<file path="src/rtl/hazard_scoreboard.sv">
// hazard_scoreboard: tracks destinations of in-flight instructions in a
// shift-register scoreboard beside ID and decodes RAW stalls (full or
// load-use-only) plus control-flow flushes, with saturating event counters.
module hazard_scoreboard #(
   parameter int REG_ADDR_WIDTH = 5,
   parameter int TRACK_DEPTH    = 3,
   parameter int FORWARDING     = 0,
   parameter int CNT_WIDTH      = 16
) (
   input  logic                      clk,
   input  logic                      reset,
   input  logic                      ID_valid,
   input  logic [REG_ADDR_WIDTH-1:0] ID_rs1,
   input  logic [REG_ADDR_WIDTH-1:0] ID_rs2,
   input  logic                      ID_rs1_used,
   input  logic                      ID_rs2_used,
   input  logic [REG_ADDR_WIDTH-1:0] ID_rd,
   input  logic                      ID_rd_write,
   input  logic                      ID_is_load,
   input  logic                      branch_prediction_miss,
   input  logic                      EX_jump,
   output logic                      hazard_op,
   output logic                      IF_ID_flush,
   output logic                      ID_EX_flush,
   output logic [CNT_WIDTH-1:0]      stall_count,
   output logic [CNT_WIDTH-1:0]      flush_count
);

   // With forwarding only a load sitting in EX cannot be bypassed in time.
   localparam bit FWD_EN = (FORWARDING != 0);

   // Saturating increment: counters stick at all-ones instead of wrapping.
   function automatic logic [CNT_WIDTH-1:0] sat_inc(input logic [CNT_WIDTH-1:0] v);
      if (&v) begin
         return v;
      end
      return v + CNT_WIDTH'(1);
   endfunction

   // Scoreboard slots: index 0 is EX, TRACK_DEPTH-1 is the oldest tracked stage.
   logic [TRACK_DEPTH-1:0]    vld_q, vld_d;
   logic [TRACK_DEPTH-1:0]    ld_q, ld_d;
   logic [REG_ADDR_WIDTH-1:0] rd_q [TRACK_DEPTH];
   logic [REG_ADDR_WIDTH-1:0] rd_d [TRACK_DEPTH];

   logic [TRACK_DEPTH-1:0]    hit_rs1, hit_rs2, hit;
   logic                      flush, raw, issue;

   logic [CNT_WIDTH-1:0]      stall_cnt_q, stall_cnt_d;
   logic [CNT_WIDTH-1:0]      flush_cnt_q, flush_cnt_d;

   // Compare each used ID source against every valid tracked destination.
   always_comb begin
      hit_rs1 = '0;
      hit_rs2 = '0;
      for (int k = 0; k < TRACK_DEPTH; k++) begin
         hit_rs1[k] = ID_rs1_used & vld_q[k] & (rd_q[k] == ID_rs1);
         hit_rs2[k] = ID_rs2_used & vld_q[k] & (rd_q[k] == ID_rs2);
      end
      hit = hit_rs1 | hit_rs2;
   end

   // Decode stall/flush; a flush squashes ID anyway, so it overrides the stall.
   always_comb begin
      flush = branch_prediction_miss | EX_jump;
      if (FWD_EN) begin
         raw = ID_valid & hit[0] & ld_q[0];
      end else begin
         raw = ID_valid & (|hit);
      end
      hazard_op   = raw & ~flush;
      IF_ID_flush = flush;
      ID_EX_flush = flush | raw;
      issue       = ID_valid & ~hazard_op & ~flush;
   end

   // Next scoreboard contents: new entry (or bubble) at EX, everything else ages.
   always_comb begin
      vld_d    = '0;
      ld_d     = '0;
      vld_d[0] = issue & ID_rd_write & (ID_rd != '0);
      ld_d[0]  = issue & ID_rd_write & (ID_rd != '0) & ID_is_load;
      rd_d[0]  = ID_rd;
      for (int k = 1; k < TRACK_DEPTH; k++) begin
         vld_d[k] = vld_q[k-1];
         ld_d[k]  = ld_q[k-1];
         rd_d[k]  = rd_q[k-1];
      end
   end

   // Next counter values, one count per qualifying cycle.
   always_comb begin
      stall_cnt_d = hazard_op   ? sat_inc(stall_cnt_q) : stall_cnt_q;
      flush_cnt_d = IF_ID_flush ? sat_inc(flush_cnt_q) : flush_cnt_q;
   end

   // Slot valid/load flags; reset empties the scoreboard immediately.
   always_ff @(posedge clk or negedge reset) begin
      if (!reset) begin
         vld_q <= '0;
         ld_q  <= '0;
      end else begin
         vld_q <= vld_d;
         ld_q  <= ld_d;
      end
   end

   // Slot register indices; only meaningful while the matching valid is set.
   always_ff @(posedge clk) begin
      for (int k = 0; k < TRACK_DEPTH; k++) begin
         rd_q[k] <= rd_d[k];
      end
   end

   // Performance event counters.
   always_ff @(posedge clk or negedge reset) begin
      if (!reset) begin
         stall_cnt_q <= '0;
         flush_cnt_q <= '0;
      end else begin
         stall_cnt_q <= stall_cnt_d;
         flush_cnt_q <= flush_cnt_d;
      end
   end

   assign stall_count = stall_cnt_q;
   assign flush_count = flush_cnt_q;

endmodule

</file>
<file path="config.mk">
export PLATFORM = sky130hd
export DESIGN_NAME = hazard_scoreboard
export DESIGN_NICKNAME = d
export VERILOG_FILES = /design/src/rtl/hazard_scoreboard.sv
export SDC_FILE = /design/constraint.sdc
export NUM_CORES = 1
export LEC_CHECK = 0
export CAP_MARGIN = 5
export CELL_PAD_IN_SITES_DETAIL_PLACEMENT = 0
export CELL_PAD_IN_SITES_GLOBAL_PLACEMENT = 1
export CORE_ASPECT_RATIO = 1.4
export CORE_MARGIN = 2
export CORE_UTILIZATION = 40
export DETAILED_ROUTE_END_ITERATION = 8
export GPL_ROUTABILITY_DRIVEN = 0
export PLACE_DENSITY_LB_ADDON = 0.25
export SYNTH_ARGS = -nofsm -noshare
export SYNTH_HDL_FRONTEND = slang
export SYNTH_SLANG_ARGS = --single-unit
</file>
<file path="constraint.sdc">
create_clock -name clk -period 3.8 [get_ports clk]
set_input_delay 0.76 -clock clk [delete_from_list [all_inputs] [get_ports clk]]
set_output_delay 0.76 -clock clk [all_outputs]
set_load 0.1 [all_outputs]
</file>
==> results of run 1 <==
-- flip-flops by register name, summed over array words and instances, names as in the netlist --
signal and flops:
flush_count 16, rd_q 15, stall_count 16, vld_q 3
-- area by class of cell --
class                   count  area share [%]
multi-input cells         154           36.39
clock buffers               7           3.133
inverters                   3          0.3614
clock inverters             1          0.2008
well taps                  70           2.811
repair buffers             59           19.36
flip-flops and latches     50           37.75
-- worst register-to-register path, stage by stage, from the launching register on --
cell,delay (ns)
dfxtp_1,0.34
xor2_1,0.17
nor4_1,0.38
nand4_1,0.14
o21ai_0,0.12
nor3_2,0.11
buf_4,0.21
a311o_1,0.33
mux2_1,0.32
-- worst paths after layout --
check | slack [ns] | depth (start not counted) | startpoint | to
worst min register to register | 0.39 | 0 | rd_q[0][8] | rd_q[0][13]
worst max register to register | 1.56 | 8 | rd_q[0][4] | stall_count[1]
worst min-delay path | 0.39 | 0 | rd_q[0][8] | rd_q[0][13]
max in group asynchronous | 2.12 | 2 | reset | flush_count[12]
worst max-delay path | 0.41 | 8 | ID_rs1[4] | ID_EX_flush
min in group asynchronous | 0.93 | 1 | reset | stall_count[5]
-- kinds of logic after synthesis --
family / count (synthesis)
compound gates: 9
xor+xnor: 58
fa+ha+maj: 2
buf+inv: 6
flops: 50
mux: 3
simple gates: 82
-- through the flow --
| step | area, um2 | instances | utilization [%] |
|---|---|---|---|
| finish | 3115 | 344 | 53.90 |
| global route | 3115 | 344 | 53.90 |
| CTS | 3115 | 344 | 53.90 |
| detailed placement | 3012 | 336 | 52.10 |
| global placement | 3012 | 336 | 52.10 |
| floorplan | 2349 | 210 | - |
-- power by group --
| part | leakage (nW) | internal [mW] | switching [mW] | total (mW) |
|---|---|---|---|---|
| combinational | 0.652 | 0.169 | 0.425 | 0.594 |
| sequential | 0.592 | 0.584 | 0.0702 | 0.655 |
| clock | 0.0539 | 0.171 | 0.175 | 0.346 |
-- Yosys cell counts (2+ instances only) --
library cell,number
and3_1,7
nand2_1,8
nor2_1,6
nor4_2,2
dfrtp_1,35
dfxtp_1,15
inv_1,2
o21ai_0,5
nand4_1,11
xor2_1,27
nor4_1,3
nor3_1,9
ha_1,2
buf_6,2
nand3_1,18
and2_4,2
nor4b_1,3
xnor2_1,31
-- per-layer routing --
| metal | up-vias | routed length [um] |
|---|---|---|
| li1 | 862 | - |
| met1 | 830 | 2232 |
| met2 | 45 | 2486 |
| met3 | 7 | 292 |
| met4 | 0 | 58 |
| met5 | - | 0 |
==> results.yml, run 1 <==
synth:
  synthArstFlopShare_pct: 70.00
  synth_xor_area_share_pct: 21.63
  ys_seq_elements: 50
  netlist_area_um2: 2349
  synth_area_leaders: "dfrtp_1 37%, dfxtp_1 13%, xnor2_1 12%"
  synth_compound_gate_area_share_pct: 2.451
  synth_fp_nets: 236
  ys_types: 40
  ys_seq_area_share_pct: 50.08
  synth_adder_area_share_pct: 1.066
  synth_top_family_by_area: "XOR/XNOR gates"
  synth_edf_count: 0
  synthMuxAreaShare_pct: 1.598
  synth_cells: 210
  ys.flop_type: "dfrtp_1"
  yosysWarnings: 0
  synth_top_area_share_pct: 37.29
  avgSynthCellArea_um2: 11.18
  synth_top_cell_by_area: "dfrtp_1"
  synth-simple-area-share_pct: 21.52
cells_and_area:
  layout_common_cells: "54 x clkdlybuf4s50_1, 35 x dfrtp_1, 31 x xnor2_1"
  register_area_um2: 1176
  multi_input_area_um2: 1134
  layout-drive-gt1-share_pct: 9.854
  n_antenna_cell: 0
  final_common_cell: "clkdlybuf4s50_1"
  area_growth_pct: 32.66
  nets: 299
  fillCellCount: 549
die:
  pin_count: 59
  core_um2: 5781
  die_x_um: 68.76
  dieHeight_um: 94.67
  dieArea_um2: 6509
  rows: 33
  initial_core_util_pct: 40.63
detailed_routing:
  avgViaCountPerCell: 5.070
  drtAntennaViolNets: 0
  vias: 1744
  drc: 0
  drtPass1Iterations: 4
  drt_iter0_drc: 70
  wl_per_cell_um: 14.74
  wirelength_mm: 5.070
placed_design:
  hpwlAfterDp_mm: 3.777
  portBuffers: 57
  dp_slack_ns: 0.4567
timing:
  hold_ws_ns: 0.3930
  slew_viol_final: 0
  max_slew_margin_pct: 33.82
  period_minus_slack_ns: 3.392
  hold_viol: 0
  setup_tns_ns: 0
  setup_violations: 0
  fin_worst_skew_ns: 0.006218
  fin_ws_ns: 0.4081
  fmax_mhz: 294.8
  fin_crit_sh_pct: 89.26
  worstMarginPinSlew_ns: 0.9896
  rsz0062_at_grt: "no"
job:
  maxCapViolCount: 0
setup_path:
  critPathBufInv: 2
  crit_path_top_delay_cell: "clkdlybuf4s50_1"
  critical_path_class: "in2out"
  critical_path.top_delay_family: "buffers and inverters"
  max_stage_delay_ns: 0.48
  cp.required_ns: 3.04
  cp_data_arrival_time_ns: 2.63
  setup.worst_path.start_class: "input port"
  crit_chain: "clkdlybuf4s50_1 -> xor2_1 -> nor4_1 -> nand4_1 -> o21ai_0 -> nor3_2 -> o21ai_1 -> buf_12"
  cp_max_fo: 3
  cp-end-kind: "output port"
clock_network:
  cts_buffer_depth: 2
  clk_latency_ns: 0.30
  post_cts_buffers: 0
  cts_sinks: 50
  cts_hold_buf: 0
  cts_max_level: 2
  cts_buffers: 5
  cts_tree: "yes"
  cts_resized: 0
  cts_root_buffer: "clkbuf_8"
  path_clk_slew_ns: 0.09
global_routing:
  grt_max_degree: 19
  grt_use_met2_pct: 25.88
  met3_usage_pct: 4.648
  grt-busiest-layer: "met2"
  grt_use_met1_pct: 21.67
  track_usage_pct: 16.59
  grt_pass1_vias: 1671
  grt-ovfl-total: 0
  antenna_found_initial: 0
  grt_pass1_wl_mm: 7.900
min_path:
  worstHoldPathType: "reg2reg"
power_and_ir_drop:
  power_mw: 1.595
  irDropWorstVdd_mv: 0.5391
  power_density_nw_per_um2: 511.9
  p_leak_nw: 1.299
outcome:
  status: "completed"
Note: power is estimated with default switching activity, not from simulation.
==> inputs of run 2 (changes only) <==
- CAP_MARGIN: 5 -> unset
- CTS_CLUSTER_SIZE: unset -> 25
==> results of run 2 <==
The final DEF is identical to that of run 1; final timing and power are the same.
==> inputs of run 3 (changes only) <==
- ABC_AREA: unset -> 1
- CORE_UTILIZATION: 40 -> 39
- HOLD_SLACK_MARGIN: unset -> 0.03
==> results.yml, run 3 <==
setup_path:
  cp_data_arrival_time_ns: 2.52
  crit_chain: "clkdlybuf4s50_1 -> inv_2 -> nand2_1 -> o21ai_0 -> nor2_1 -> nand3_1 -> nand2_1 -> inv_1 -> a21oi_4 -> inv_1 -> nor2_1 -> buf_12"
  crit_path_top_delay_cell: "clkdlybuf4s50_1"
  critical_path.top_delay_family: "buffers and inverters"
  rr_worst_depth: 9
  setup.worst_path.start_class: "input port"
  cp-end-kind: "output port"
  max_stage_delay_ns: 0.52
  cp.required_ns: 3.04
  r2r-end: "stall_count[14]"
  critical_path_class: "in2out"
  cp_max_fo: 4
  critPathBufInv: 5
  rr_startpoint: "stall_count[0]"
  worst-r2r-setup-slack_ns: 1.80
synth:
  ys_seq_elements: 50
  synth_top_family_by_area: "simple AND/OR/NAND/NOR gates"
  netlist_area_um2: 2801
  avgSynthCellArea_um2: 7.314
  synthMuxAreaShare_pct: 0
  synth.most_common_cell: "nand2_1"
  synth_area_leaders: "dfrtp_1 31%, nand2_1 17%, dfxtp_1 11%"
  synth_top_area_share_pct: 31.26
  synth_top_cell_by_area: "dfrtp_1"
  synth_edf_count: 0
  synth-simple-area-share_pct: 36.13
  yosysWarnings: 0
  synth_adder_area_share_pct: 0.8933
  synthArstFlopShare_pct: 70.00
  synth_compound_gate_area_share_pct: 2.814
  ys.flop_type: "dfrtp_1"
  synth_fp_nets: 409
  synth_commonest_cells: "129 x nand2_1, 50 x inv_1, 38 x nor2_1"
  synth_cells: 383
  ys_seq_area_share_pct: 41.98
  ys_types: 28
  synth_xor_area_share_pct: 9.379
cells_and_area:
  fin_cells: 542
  layout_common_cells: "129 x nand2_1, 54 x clkdlybuf4s50_1, 50 x inv_1"
  n_antenna_cell: 0
  layout-drive-gt1-share_pct: 7.606
  final_util_pct: 51.83
  nets: 472
  area_growth_pct: 29.16
  final_common_cell: "nand2_1"
  fillCellCount: 708
clock_network:
  cts_buffers: 5
  post_cts_buffers: 0
  cts_buffer_depth: 2
  cts_max_level: 2
  path_clk_slew_ns: 0.10
  clk_latency_ns: 0.31
  cts_hold_buf: 0
  cts_resized: 0
  cts_root_buffer: "clkbuf_8"
  cts_sinks: 50
  cts_tree: "yes"
global_routing:
  antenna_found_initial: 0
  grt_pass1_vias: 2522
  track_usage_pct: 18.89
  grt_pass1_wl_mm: 11.50
  grt_max_degree: 36
  grt-ovfl-total: 0
timing:
  setup_violations: 0
  fin_ws_ns: 0.5222
  hold_ws_ns: 0.3708
  slew_viol_final: 0
  period_minus_slack_ns: 3.278
  fin_crit_sh_pct: 86.26
  rsz0062_at_grt: "no"
  setup_tns_ns: 0
  fin_worst_skew_ns: 0.007825
  fmax_mhz: 305.1
  max_slew_margin_pct: 34.54
  hold_viol: 0
  worstMarginPinSlew_ns: 0.9788
detailed_routing:
  wirelength_mm: 6.810
  drtAntennaViolNets: 0
  drc: 0
  wl_per_cell_um: 12.56
  avgViaCountPerCell: 4.640
  drtPass1Iterations: 4
  vias: 2515
  drt_iter0_drc: 106
min_path:
  hold_end: "rd_q[0][9]"
  hold_depth: 0
  hold_start: "rd_q[0][4]"
  worstHoldPathType: "reg2reg"
power_and_ir_drop:
  power_density_nw_per_um2: 456.4
  p_leak_nw: 1.812
  pwr-share-comb_pct: 37.9
  p_sw_share_pct: 43.12
  power.internal_mw: 0.9394
  clockPowerShare_pct: 23.3
  sequentialPowerShare_pct: 38.8
  irDropWorstVdd_mv: 0.3592
  switchingPower_mw: 0.7122
outcome:
  status: "completed"
placed_design:
  dp_slack_ns: 0.5261
  portBuffers: 57
  hpwlAfterDp_mm: 5.280
  dp.cells: 534
die:
  dieHeight_um: 104.3
  dieArea_um2: 7887
  die_x_um: 75.63
  initial_core_util_pct: 40.13
  rows: 36
  core_um2: 6982
  pin_count: 59
job:
  maxCapViolCount: 0
==> run 3: changes by cell type after synthesis, moves of 3 or more <==
cell	before	now
xor2_1	27	19
xnor2_1	31	11
inv_1	2	50
nand3_1	18	21
o21ai_0	5	8
nor2_1	6	38
nor4b_1	3	0
inv_2	1	9
nand2_1	8	129
and3_1	7	0
nand4_1	11	20
==> run 3: cell type report <==
| cell class | instances | area (um2) | share of cell area, % |
|---|---|---|---|
| multi-input combinational | 270 | 1379 | 38.11 |
| timing repair buffer | 60 | 610.6 | 16.87 |
| clock inverter | 3 | 43.79 | 1.210 |
| tap | 95 | 118.9 | 3.285 |
| clock buffer | 5 | 68.82 | 1.902 |
| inverter | 59 | 221.5 | 6.120 |
| sequential | 50 | 1176 | 32.50 |
==> run 3: stage by stage <==
step / power [mW] / instance area [um2]
after floorplan: 1.103 / 2801
after global placement: 1.279 / 3506
after detailed placement: 1.284 / 3506
after CTS: 1.671 / 3618
after global routing: 1.729 / 3618
final: 1.652 / 3618
==> run 3: power groups by stage <==
| stage | Sequential, mW | Combinational, mW | Clock, mW |
|---|---|---|---|
| global route | 0.651 | 0.661 | 0.417 |
| global placement | 0.653 | 0.626 | 0 |
| detailed placement | 0.652 | 0.631 | 0 |
| floorplan | 0.969 | 0.134 | 0 |
| finish | 0.641 | 0.626 | 0.384 |
| CTS | 0.642 | 0.632 | 0.397 |
==> run 3: how the worst max path moves through the flow <==
stage           startpoint        end  depth (start not counted)
6_report         ID_rs2[2]  hazard_op                         12
5_1_grt        ID_rs2_used  hazard_op                         12
4_1_cts          ID_rs2[2]  hazard_op                         12
3_5_place_dp     ID_rs2[2]  hazard_op                         12
3_3_place_gp     ID_rs2[2]  hazard_op                         12
2_1_floorplan      EX_jump  hazard_op                          3
==> run 3: routing by layer <==
| metal | up-vias | GRT usage (%) | wire (um) |
|---|---|---|---|
| met2 | 41 | 33.85 | 3660 |
| met3 | 10 | 3.101 | 223 |
| met5 | - | 0 | 0 |
| met1 | 1145 | 21.81 | 2782 |
| li1 | 1319 | - | - |
| met4 | 0 | 6.391 | 144 |
==> run 3: cell families (layout without fill, tap and decap cells) <==
kind of cell	after synthesis	after routing
and+or+nand+nor	226	226
AOI/OAI and AO/OA	12	12
xor gates and xnor gates	30	30
adders and majority gates	2	2
buffers and inverters	63	127
DFF	50	50
==> run 3: worst reg2reg max path: cells and delay by family (launching register included) <==
kind / cells / cell delay, ns
and+or+nand+nor: 8 / 1.23
DFF: 1 / 0.46
adders and majority gates: 1 / 0.27
